**src/rtl/dm_cache_wt.sv**
```systemverilog
// Direct-mapped, write-through, word-addressed cache with valid/ready requester
// handshake, variable-latency memory handshake and saturating hit/miss counters.
module dm_cache_wt #(
   parameter int DATA_W  = 32,
   parameter int ADDR_W  = 5,
   parameter int INDEX_W = 2,
   parameter int CNT_W   = 16
) (
   input  logic              clk,
   input  logic              rst,
   input  logic              req_valid,
   output logic              req_ready,
   input  logic              req_wr,
   input  logic [ADDR_W-1:0] req_addr,
   input  logic [DATA_W-1:0] req_wdata,
   input  logic              flush,
   output logic              rsp_valid,
   output logic [DATA_W-1:0] rsp_rdata,
   output logic              rsp_hit,
   output logic              mem_req,
   output logic              mem_wr,
   output logic [ADDR_W-1:0] mem_addr,
   output logic [DATA_W-1:0] mem_wdata,
   input  logic              mem_ack,
   input  logic [DATA_W-1:0] mem_rdata,
   output logic [CNT_W-1:0]  hit_cnt,
   output logic [CNT_W-1:0]  miss_cnt
);

   localparam int LINES = 2 ** INDEX_W;
   localparam int TAG_W = ADDR_W - INDEX_W;

   typedef enum logic [1:0] {IDLE, MEM, RESP} state_t;

   state_t              state_reg, state_next;
   logic [DATA_W-1:0]   data_mem [LINES];
   logic [TAG_W-1:0]    tag_mem  [LINES];
   logic [LINES-1:0]    valid_reg;

   logic [ADDR_W-1:0]   addr_reg;
   logic                wr_reg;
   logic [DATA_W-1:0]   wdata_reg;
   logic                hit_reg;
   logic [DATA_W-1:0]   rdata_reg;
   logic                rsp_hit_reg;
   logic [CNT_W-1:0]    hit_cnt_reg, miss_cnt_reg;

   logic [INDEX_W-1:0]  req_idx;
   logic [TAG_W-1:0]    req_tag;
   logic                lookup_hit;
   logic                accept;
   logic                flush_now;
   logic                line_we;
   logic                line_set_valid;
   logic [INDEX_W-1:0]  line_idx;
   logic [TAG_W-1:0]    line_tag;
   logic [DATA_W-1:0]   line_data;

   assign req_idx    = req_addr[INDEX_W-1:0];
   assign req_tag    = req_addr[ADDR_W-1:INDEX_W];
   assign lookup_hit = valid_reg[req_idx] && (tag_mem[req_idx] == req_tag);
   assign flush_now  = (state_reg == IDLE) && flush;

   always_comb begin
      state_next     = state_reg;
      req_ready      = 1'b0;
      accept         = 1'b0;
      line_we        = 1'b0;
      line_set_valid = 1'b0;
      line_idx       = req_idx;
      line_tag       = req_tag;
      line_data      = req_wdata;
      case (state_reg)
         IDLE: begin
            req_ready = ~flush;
            accept    = req_valid && ~flush;
            if (accept) begin
               state_next = (!req_wr && lookup_hit) ? RESP : MEM;
               // Write hit keeps the line coherent with the write-through data
               line_we    = req_wr && lookup_hit;
            end
         end
         MEM: begin
            if (mem_ack) begin
               state_next = RESP;
               if (!wr_reg) begin
                  line_we        = 1'b1;
                  line_set_valid = 1'b1;
                  line_idx       = addr_reg[INDEX_W-1:0];
                  line_tag       = addr_reg[ADDR_W-1:INDEX_W];
                  line_data      = mem_rdata;
               end
            end
         end
         RESP:    state_next = IDLE;
         default: state_next = IDLE;
      endcase
   end

   always_ff @(posedge clk) begin
      if (line_we) begin
         data_mem[line_idx] <= line_data;
         tag_mem[line_idx]  <= line_tag;
      end
   end

   generate
      for (genvar gi = 0; gi < LINES; gi++) begin : g_valid
         always_ff @(posedge clk or posedge rst) begin
            if (rst)
               valid_reg[gi] <= 1'b0;
            else if (flush_now)
               valid_reg[gi] <= 1'b0;
            else if (line_set_valid && (line_idx == INDEX_W'(gi)))
               valid_reg[gi] <= 1'b1;
         end
      end
   endgenerate

   always_ff @(posedge clk or posedge rst) begin
      if (rst) begin
         state_reg    <= IDLE;
         addr_reg     <= '0;
         wr_reg       <= 1'b0;
         wdata_reg    <= '0;
         hit_reg      <= 1'b0;
         rdata_reg    <= '0;
         rsp_hit_reg  <= 1'b0;
         hit_cnt_reg  <= '0;
         miss_cnt_reg <= '0;
      end else begin
         state_reg <= state_next;
         if (accept) begin
            addr_reg  <= req_addr;
            wr_reg    <= req_wr;
            wdata_reg <= req_wdata;
            hit_reg   <= lookup_hit;
            if (!req_wr && lookup_hit) begin
               rdata_reg   <= data_mem[req_idx];
               rsp_hit_reg <= 1'b1;
            end
            if (lookup_hit) begin
               if (hit_cnt_reg != '1) hit_cnt_reg <= hit_cnt_reg + CNT_W'(1);
            end else begin
               if (miss_cnt_reg != '1) miss_cnt_reg <= miss_cnt_reg + CNT_W'(1);
            end
         end
         if (state_reg == MEM && mem_ack) begin
            rsp_hit_reg <= wr_reg ? hit_reg : 1'b0;
            if (!wr_reg) rdata_reg <= mem_rdata;
         end
      end
   end

   assign rsp_valid = (state_reg == RESP);
   assign rsp_rdata = rdata_reg;
   assign rsp_hit   = rsp_hit_reg;
   assign mem_req   = (state_reg == MEM);
   assign mem_wr    = wr_reg;
   assign mem_addr  = addr_reg;
   assign mem_wdata = wdata_reg;
   assign hit_cnt   = hit_cnt_reg;
   assign miss_cnt  = miss_cnt_reg;

endmodule
```
**config.mk**
```make
export PLATFORM = sky130hd
export DESIGN_NAME = dm_cache_wt
export DESIGN_NICKNAME = d
export VERILOG_FILES = /design/src/rtl/dm_cache_wt.sv
export SDC_FILE = /design/constraint.sdc
export NUM_CORES = 1
export LEC_CHECK = 0
export CORE_MARGIN = 5
export CORE_UTILIZATION = 53
export DETAILED_ROUTE_END_ITERATION = 10
export GPL_TIMING_DRIVEN = 0
export PLACE_DENSITY = 0.8
export SLEW_MARGIN = 20
export SYNTH_ARGS = -nofsm -noshare
export SYNTH_HDL_FRONTEND = slang
export SYNTH_SLANG_ARGS = --single-unit
```
**constraint.sdc**
```tcl
create_clock -name clk -period 6.42 [get_ports clk]
set_clock_uncertainty 0.15 [all_clocks]
set_input_delay 1.284 -clock clk [delete_from_list [all_inputs] [get_ports clk]]
set_output_delay 1.284 -clock clk [all_outputs]
set_load 0.01 [all_outputs]
```
# [Word level (Yosys, flattened, before mapping)]
# Memories as Yosys holds them, arrays and structs flattened.
# Index checks and enable logic that the tools add are counted.
[word_totals] wordCells=93 latchBits=0 mem_bits_rw=140 n_memories=2 reg_bits=110 rom_bits=0 inputBits=75
[memory_table] memory="data_mem" words=4 word_bits=32 rd=1 rd_clocked_by_memory_dff=0 write_ports=1 line_no="36" text="logic [DATA_W-1:0] data_mem [LINES];"
[memory_table] memory="tag_mem" words=4 word_bits=3 rd=1 rd_clocked_by_memory_dff=0 write_ports=1 line_no="37" text="logic [TAG_W-1:0] tag_mem [LINES];"
[op_classes] n_mul=0 order_cmp=1 eq_ne=10 muxes=40 addsub=2 bitwise=2 reduce_logical=23 shifts=0 div_mod_pow=0
[ops] operator="$mux W32" count=7
[ops] operator="$add A16 B1 Y16 const B" count=2
[ops] operator="$ne A16 B16 Y1 const B" count=2
[ops] operator="$mux W1" count=21
[ops] operator="$mux W2" count=6
[ops] operator="$reduce_bool A2 Y1" count=6
[ops] operator="$logic_and A1 B1 Y1" count=10
[ops] operator="$mux W3" count=3
[ops] operator="$eq A2 B2 Y1 const B" count=3
[ops] operator="$reduce_and A3 Y1" count=2
[ops] operator="$eq A2 B1 Y1 const B" count=2
[ops] operator="$logic_not A2 Y1" count=2
[ops] operator="$ne A2 B1 Y1 const B" count=2
[ops] operator="$pmux W2 S2" count=1
[ops] operator="$reduce_and A2 Y1" count=2
[ops] operator="$eq A3 B3 Y1" count=1
[ops] operator="$lt A2 B3 Y1 const B" count=1
[ops] operator="$bmux W1 S2" count=1
[ops] operator="$not A1 Y1" count=2
[ops] operator="$pmux W1 S2" count=1
[ops] operator="$logic_not A1 Y1" count=1

# [Logic depth before layout (Yosys ltp)]
# Gate-level depths: netlist of the first run.
[depth] ltp_word=8 ltp_mapped=8

# [Worst setup path before layout of the first run]
# OpenSTA, ideal clock, no wires.
[synth_timing] path_kind="in2reg" startpoint="input port req_addr[1]" endpoint="memory data_mem[3][0], enable pin" path_buffers=1 arrival_time_ps=5208 required_time_ps=5794 cell_stages=6 slack_ps=586 cell_sequence="clkbuf_1 > mux4_2 > xor2_2 > nor4_4 > nand4_1 > o21ai_0"
[synth_between] elab_chain_len=8 elab_cells_between_ends=13
[synth_lines] element="from (decl)" line_no="14" text="input logic [ADDR_W-1:0] req_addr,"
[synth_lines] element="$mem_v2 Z4 W3 or $bmux W1 S2 (tied branches)"
[synth_lines] element="$eq A3 B3 Y1 or $mux W1 (tied branches)" line_no="61" text="assign lookup_hit = valid_reg[req_idx] && (tag_mem[req_idx] == req_tag);"
[synth_lines] element="$logic_and A1 B1 Y1" line_no="61"
[synth_lines] element="$logic_and A1 B1 Y1" line_no="80" text="line_we = req_wr && lookup_hit;"
[synth_lines] element="$mux W1" line_no="77" text="if (accept) begin"
[synth_lines] element="$pmux W1 S2" line_no="73" text="case (state_reg)"
[synth_lines] element="$mux W1" line_no="101" text="if (line_we) begin"
[synth_lines] element="$mux W1 (not written as such)" line_no="102" text="data_mem[line_idx] <= line_data;"
[synth_lines] element="to (decl)" line_no="36"
# Several ways; a longest one is shown, not always the timed one. The select of a mux whose other input is x is not followed.

# [Worst setup path in the final report of the first run]
[layout_timing] startpoint="input port req_addr[1]" endpoint="memory data_mem[3][8], enable pin"
# The elaborated chain is that of the path after synthesis.

==> results.md, run 1 <==
- Status: complete, no violations
- R2R Path End: data_mem[3][8]
- DPL Wire Length: roughly 17 mm
- Worst slew pin tran: roughly 1.2 ns
- I/O pin total: 181
- Crit. Startpoint: req_addr[1]
- Pin count of the biggest net entering global routing: 64
- DRC: 0
- CTS H-Tree Depth: 1
- Max VDD drop: about 0.20 mV
- Synth Area in Compound Gates: 2.62%
- Worst Path Max Fanout: 14
- Pins Over Slew Limit: 0
- Clock Sinks: 250
- Synth Warn #: 0
- Final setup viols: 0
- Initial Util: between 50% and 60%
- Core Region: 19300 um2
- Die ar.: 22400 um2
- Critical path's slowest cell: o21ai_4
- Pre-Repair DR Iteration Count: 5
- Placed Cells: 1212
- Worst r2r src: state_reg[0]
- Most frequent cells in the layout: 234 x nand2_1, 180 x clkdlybuf4s50_1, 140 x edfxtp_1
- Cell-by-cell trace of the critical path: clkdlybuf4s50_1, clkbuf_1, mux4_2, xor2_2, nor4_4, nand4_1, o21ai_4, buf_8, buf_16
- Async S/R FF share, synth: between 40% and 50%
- Synth Area in XOR/XNOR: 2.79%
- Synthesized instance count: 760
- Hold buffer count at cts: 0
- Overall power: 4.52 mW
- R2R Setup Slk: ~2.6 ns
- Global-route wire length before repair: a little under 40 mm
- Setup repair bufs after CTS: 0
- Worst path top cell family by delay: buffers and inverters
- WHS Path Cells: 2
- Vias in the first global route: slightly above 7000
- Worst-path clk slew: 0.06 ns
- Seq cells post-synth: 250
- Post-synthesis adder-cell area fraction: 0.242%
- DRT iter0 DRCs: 419
- Share of cells above drive strength 1: approximately a tenth
- Inserted Diodes: 0
- Largest family of logic cells by synthesized area: simple AND/OR/NAND/NOR gates
- Netlist cell types: 48
- Worst setup endpoint: data_mem[3][8]
- Relative slew slack: 22.0%
- CP arrival: 4.73 ns
- Largest register FFs: 128
- Std cell rows: 51
- Leakage Power: 5.24 nW
- Synth Area in Simple Gates: 13.8%
- Synth top area share: 40.7%
- Final cell count without fillers: 1260
- R2R cell count: 7
- Via-to-Cell Ratio: 5.39
- Buffers & Inverters on Critical Path: 4
- PwrDens: 335 nW/um2
- Required @ worst endpoint: 6.49 ns
- Post_cts resized: 0
- Total track usage: 22.1%
- Tcrit/Tclk final: 72.6%
- RSZ-0062 raised after global routing: false
- Post-synthesis mux area share: 11.4%
- Commonest non-fill, non-tap cell in the layout: nand2_1
- Synthesis-to-finish area growth: 30.9%
- Reg area: just under 7000 um2
- CP Launch Type: input pin
- Hold Path Class: reg -> reg
- EDFF count, synth: 140
- Worst Setup Path Type: in -> reg
- CP Depth: 9
- Global route total overflow: 0
- Max clock buf depth: 3
- Clock Latency Late Sink: 0.52 ns
- Max Cap Viol: 0
- Largest Register: data_mem
- Via count: 6790
- Wire per inst: around 20 um
- Initial antenna violation count: 1
- Layout net count: 1052
- DIE WIDTH: 150 um
- Largest stage delay, worst path: about 0.53 ns
- CTS root buf: clkbuf_16
- Peak Freq: about 210 MHz
- Gpl congestion: 0.832
- # fillers: 1371
- Post-Syn Area: 10300 um2
- Syn_area_per_cell: about 14 um2
- CP endpoint kind: register
- Worst setup margin: between 1.5 and 2 ns
- Synth area leader: edfxtp_1
- Die boundary height: 150 um
- Pre-CTS setup slack: 1.23 ns
- Final hold vios: 0
- CTS tree: done
- Final Critical Period: approximately 4.7 ns
- Dominant synthesized flop cell: edfxtp_1
- Final ANT Viol Nets: 0
- Syn nets: 837
- Post-route setup TNS: 0 ns
- Port bufs: 180
- Area occupied by multi-input gates: 3210 um2
- CTS Buf Count: 26
- Routed WL: 24.6 mm
- Top post-synthesis cells by area: edfxtp_1 41%, dfrtp_1 27%, nand2_1 8.5%, mux4_2 7.4%, mux2i_1 3.1%
- Post-synthesis sequential area ratio: 67.4%
[routing by layer]
metal,part of all wire (%),global-route usage [%]
met2,52,38.3
met5,0.081,0
met3,5.0,3.66
met1,41,29.2
met4,2.7,6.00
[power by group]
| part | internal, mW | switching, mW |
|---|---|---|
| Combinational | 0.502 | 0.449 |
| Sequential | 1.93 | 0.131 |
| Clock | 0.910 | 0.598 |
| Total | 3.35 | 1.18 |
[final cells by class]
cell class / count / share of cell area (%)
buffer: 35 / 1.27
clock buffer: 32 / 5.29
clock inverter: 16 / 1.18
inverter: 4 / 0.148
multi-input combinational: 471 / 23.7
sequential: 250 / 51.5
tap: 265 / 2.45
timing repair buffer: 187 / 14.5
[per-stage QoR]
stage / hold WS [ns] / cell area (um2) / util (%)
final: 0.322 / 13500 / 69.9
after global placement: 0.307 / 12500 / 64.4
after detailed placement: 0.311 / 12600 / 65.4
after floorplan: 0.300 / 10300 / -
after global routing: 0.344 / 13500 / 69.9
after CTS: 0.326 / 13500 / 69.9
[worst min path at each step]
stage | start | endpoint | slack, ns
CTS | mem_wdata[29] | mem_wdata[29] | 0.33
finish | mem_wdata[29] | mem_wdata[29] | 0.32
floorplan | hit_reg | hit_reg | 0.30
detailed placement | mem_wdata[29] | mem_wdata[29] | 0.31
global placement | mem_wdata[29] | mem_wdata[29] | 0.31
global route | mem_wdata[8] | mem_wdata[8] | 0.34
[tightest hold or removal path: stages (launching register included)]
cell     delay, ns
dfrtp_1       0.34
nand2_1       0.05
nand2_1       0.05
[Yosys cell counts, drive strengths merged (2+ instances only)]
library cell  count
xor2              6
clkbuf           24
edfxtp          140
mux2              3
and3             10
o21ai            34
buf              11
nand2b            2
inv               4
nor4b             2
mux2i            32
nor2b             2
a21oi             2
and2              3
nand3            18
a21o              3
nor3              5
o21a              3
nor2             13
nor4              3
nand4            17
nand3b            2
ha                2
dfrtp           110
nor3b             2
mux4             36
xnor2            26
nand2           234
[cell families (layout without fill, tap and decap cells)]
| family | count (synthesis) | count (layout) |
|---|---|---|
| muxes | 71 | 71 |
| adders and majority gates | 2 | 2 |
| AOI/OAI and AO/OA | 47 | 47 |
| DFF | 250 | 250 |
| and+or+nand+nor | 319 | 319 |
| buffers and inverters | 39 | 274 |
| xor gates and xnor gates | 32 | 32 |
Power figures use the tool's default switching activity.
==> run 2, diff against run 1 <==
- clock period: 6.42 -> 4.85 ns (I/O delays scaled with it)
==> results.md, run 2 (synthesis results as in run 1) <==
- Status: complete, no violations
- Core Region: roughly 19000 um2
- Largest Register: data_mem
- Share of cells above drive strength 1: 10.2%
- DRC: 0
- Final hold vios: 0
- R2R cell count: 6
- Final Critical Period: between 4 and 5 ns
- Worst-path clk slew: around 0.060 ns
- PwrDens: 432 nW/um2
- Vias in the first global route: approximately 7400
- Final cell count without fillers: 1258
- CP Launch Type: input pin
- Synthesis-to-finish area growth: 30.1%
- Max Cap Viol: 0
- Routed WL: 25.2 mm
- Max clock buf depth: 3
- Buffers & Inverters on Critical Path: 3
- RSZ-0062 raised after global routing: false
- Max VDD drop: about 0.26 mV
- Commonest non-fill, non-tap cell in the layout: nand2_1
- WHS: 0.323 ns
- Overall power: roughly 5.8 mW
- CP Depth: 8
- Global-route wire length before repair: about 40 mm
- Final ANT Viol Nets: 0
- CTS tree: done
- # fillers: 1324
- Leakage Power: 5.20 nW
- Worst Path Max Fanout: 19
- Pins Over Slew Limit: 0
- Relative slew slack: approximately 25%
- Post-Place Cell Area: 12700 um2
- Pre-Repair DR Iteration Count: 5
- Via-to-Cell Ratio: 5.56
- Hold Path Class: reg -> reg
- Setup repair bufs after CTS: 0
- CTS root buf: clkbuf_16
- Pin count of the biggest net entering global routing: 68
- Inserted Diodes: 0
- Wire per inst: 20.1 um
- Clock Sinks: 250
- DRT iter0 DRCs: roughly 440
- Most frequent cells in the layout: 234 x nand2_1, 180 x clkdlybuf4s50_1, 140 x edfxtp_1
- Layout net count: 1051
- Worst Setup Path Type: in -> reg
- Hold buffer count at cts: 0
- Final setup viols: 0
- I/O pin total: approximately 180
- Global route total overflow: 0
- Critical path's slowest cell: o21ai_4
- Clock Latency Late Sink: 0.51 ns
- DPL Wire Length: 17.4 mm
- CTS H-Tree Depth: 1
- WHS Path Cells: 2
- Largest stage delay, worst path: just under 0.7 ns
- Initial Util: 53.4%
- Largest register FFs: 128
- Post_cts resized: 0
- Cell-by-cell trace of the critical path: clkdlybuf4s50_1, clkbuf_1, mux4_2, xor2_2, nor4_4, nand4_1, o21ai_4, buf_16
- DIE WIDTH: approximately 150 um
- Required @ worst endpoint: 4.92 ns
- Port bufs: 180
- CP arrival: 4.50 ns
- Via count: roughly 7000
- Final instance area: 13400 um2
- Peak Freq: 226 MHz
- Tcrit/Tclk final: 91.3%
- Total track usage: 22.9%
- Utilization after layout: 69.5%
- Gpl congestion: 0.835
- Die ar.: around 22000 um2
- Placed Cells: 1211
- Die boundary height: 150 um
- Std cell rows: 51
- Worst path top cell family by delay: buffers and inverters
- Worst slew pin tran: around 1.1 ns
- CP endpoint kind: register
- CTS Buf Count: 26
- Initial antenna violation count: 0
[run 2: report_power, final]
group	switching [mW]	internal, mW
Sequential	0.174	2.56
Clock	0.782	1.03
Combinational	0.598	0.666
[run 2: stage by stage]
stage,setup TNS [ns],setup WS [ns]
4_1_cts,0,0.392
3_3_place_gp,-309.13,-2.27
6_report,0,0.420
3_5_place_dp,-2.69,-0.143
5_1_grt,0,0.238
2_1_floorplan,0,0.0981
[run 2: final cells by class]
class	instances	area [um2]	share of cell area, %
Buffer	35	171	1.28
Clock inverter	15	72.6	0.540
Clock buffer	32	704	5.24
Multi-Input combinational cell	471	3210	23.9
Sequential cell	250	6960	51.8
Tap cell	265	332	2.47
Timing Repair Buffer	186	1970	14.6
Inverter	4	20.0	0.149
[run 2: worst min-delay path: cells and delay by family (launching register included)]
kind / cells / cell delay (ns)
simple gates: 2 / 0.10
flops: 1 / 0.34
[run 2: path summary, 6_finish.rpt]
| check | startpoint | end | slack (ns) |
|---|---|---|---|
| worst max-delay path | req_addr[1] | data_mem[3][18] | 0.42 |
| worst min-delay path | mem_wdata[23] | mem_wdata[23] | 0.32 |
| worst max register to register | state_reg[0] | data_mem[3][18] | 0.98 |
| worst min register to register | mem_wdata[23] | mem_wdata[23] | 0.32 |
| max in group asynchronous | rst | rsp_rdata[8] | 3.08 |
| min in group asynchronous | rst | mem_addr[4] | 0.79 |
[run 2: metal layers]
layer / part of all wire (%) / global-route usage [%] / routed length (um) / vias up
li1: - / - / - / 3163
met1: 40 / 31.1 / 10200 / 3532
met2: 51 / 39.0 / 12800 / 247
met3: 5.8 / 2.76 / 1460 / 52
met4: 3.1 / 7.78 / 783 / 0
met5: 0 / 0 / 0 / -
==> variant (flow settings as in run 1) <==
`CNT_W`: 16 -> 14.
--- a/src/rtl/dm_cache_wt.sv
+++ b/src/rtl/dm_cache_wt.sv
@@ -4,7 +4,7 @@
    parameter int DATA_W  = 32,
    parameter int ADDR_W  = 5,
    parameter int INDEX_W = 2,
-   parameter int CNT_W   = 16
+   parameter int CNT_W   = 14
 ) (
    input  logic              clk,
    input  logic              rst,
Ports: changed (resized hit_cnt and miss_cnt); port bits go from 181 to 177. No check against the original RTL was run, so the function may have changed too.
==> variant against run 1 <==
Register-to-register slack gained 0.54 ns; sequential cell count shrank 4; worst setup slack gained 0.44 ns; final area shrank 2.8%; global-route usage grew 0.050 points; routed wire length shrank 2.0%; die area shrank 2.3%; area after synthesis shrank 2.5%; power shrank 4.1%; critical endpoint is now data_mem[2][26]; largest cell class unchanged; largest power group unchanged; highest routed layer is now met4.
==> variant: results (changes against run 1) <==
status completed; critical path arrival 4.28 ns (-0.45 ns); hold_ws 0.324 ns (+0.00199 ns); Seq/Total Area, Yosys 68.1% (+0.72 points); Fill cells 1259 (-8.2%); R2R Setup Slk 3.09 ns (+0.54 ns); synthesized net count 816 (-2.5%); met2 GRT Util 36.6% (-1.8 points); WHS Endpoint mem_wdata[22]; Buffers on Ports 175 (-2.8%); routing usage on met1 31.4% (+2.3 points); 1st-iter DRT viols 433 (+3.3%); Max Fanout on Critical Path 18 (+4); Hold Crit Start mem_wdata[22]; Slew headroom 42.6% (+21 points); initial antenna violation count 0 (-1); share of flip-flops with an asynchronous set or reset 43.1% (-0.91 points); Sw Share 26.3% (+0.26 points); CTS resizes 0 (unchanged); nets 1025 (-2.6%); # Post-CTS Setup Buffers 0 (unchanged); most frequent cells after synthesis 234 x nand2_1, 140 x edfxtp_1, 106 x dfrtp_1; VDD IR max 0.266 mV (+32%); TritonCTS buffer count 25 (-3.8%); vias in the first global route 6888 (-4.1%); Critical Path End data_mem[2][26]; met3 Track Usage GR 4.08% (+0.41 points); final WL 24100 um (-2.0%); share of layout cells above drive strength 1 10.9% (+0.21 points); main area contributors after synthesis edfxtp_1 42%, dfrtp_1 26%, nand2_1 8.7%, mux4_2 8.1%, mux2i_1 3.2%; Vias 6689 (-1.5%); Static Leakage 5.12 nW (-2.3%); placer congestion estimate 0.842 (+1.2%); non-filler instance count after layout 1201 (-4.7%); Yosys warnings 0 (unchanged); total track usage 22.1% (+0.050 points); largest net degree at the start of global routing 62 (-3.1%); worst r2r src state_reg[1]; Clock power frac 31.9% (-1.4 points); first-pass GRT wire length 38200 um (-1.1%); dpl hpwl 16600 um (-3.1%); clock latency on the worst-skew pair 0.51 ns; Mapped Cells 739 (-2.8%); synth unique cells 45 (-6.3%)
-- variant: cell count changes in the layout (fill, tap and decap cells not counted), sizes merged, moves of 3 or more --
cell           change
dfrtp              -4
clkdlybuf4s50      -5
clkinv             -3
xor2               +9
xnor2             -13
nand4              -4
nand3              -5
and3               -7
nor3               +5
clkbuf             +8
-- variant: per-stage QoR --
step	setup TNS [ns]	setup WS (ns)	total power, W	area [um2]
after detailed placement	0	1.67	0.00298	12400
after CTS	0	2.20	0.00437	13100
after global placement	-175.54	-2.40	0.00294	12100
after global routing	0	2.12	0.00453	13100
after floorplan	0	0.417	0.00241	10100
final	0	2.20	0.00434	13100
-- variant: routing by layer --
layer / wire length, um / vias to the layer above
met3: 1790 / 30
li1: - / 3065
met5: 0 / -
met4: 400 / 0
met1: 10100 / 3329
met2: 11800 / 265
-- variant: worst max-delay path: stages --
cell and delay (ns):
clkdlybuf4s50_1 0.60, mux4_2 0.35, xor2_1 0.19, or4_1 0.61, buf_6 0.18, buf_6 0.16, o21bai_4 0.63, buf_16 0.25
-- variant: kinds of logic (layout without fill, tap and decap cells) --
logic type,count (synthesis),after routing,synth area share (%)
and+or+nand+nor,307,307,13.4
DFF,246,246,68.1
muxes,71,71,11.6
AOI/OAI and AO/OA,45,45,2.42
buffers and inverters,40,268,1.83
xor gates and xnor gates,28,28,2.44
adders and majority gates,2,2,0.249
-- variant: layout make-up --
cell class | count | area (um2) | share of cell area, %
sequential | 246 | 6860 | 52.2
multi-input combinational | 453 | 3080 | 23.4
timing repair buffer | 182 | 1930 | 14.7
clock buffer | 36 | 707 | 5.38
tap | 234 | 293 | 2.23
buffer | 37 | 173 | 1.31
clock inverter | 10 | 78.8 | 0.600
inverter | 3 | 16.3 | 0.124
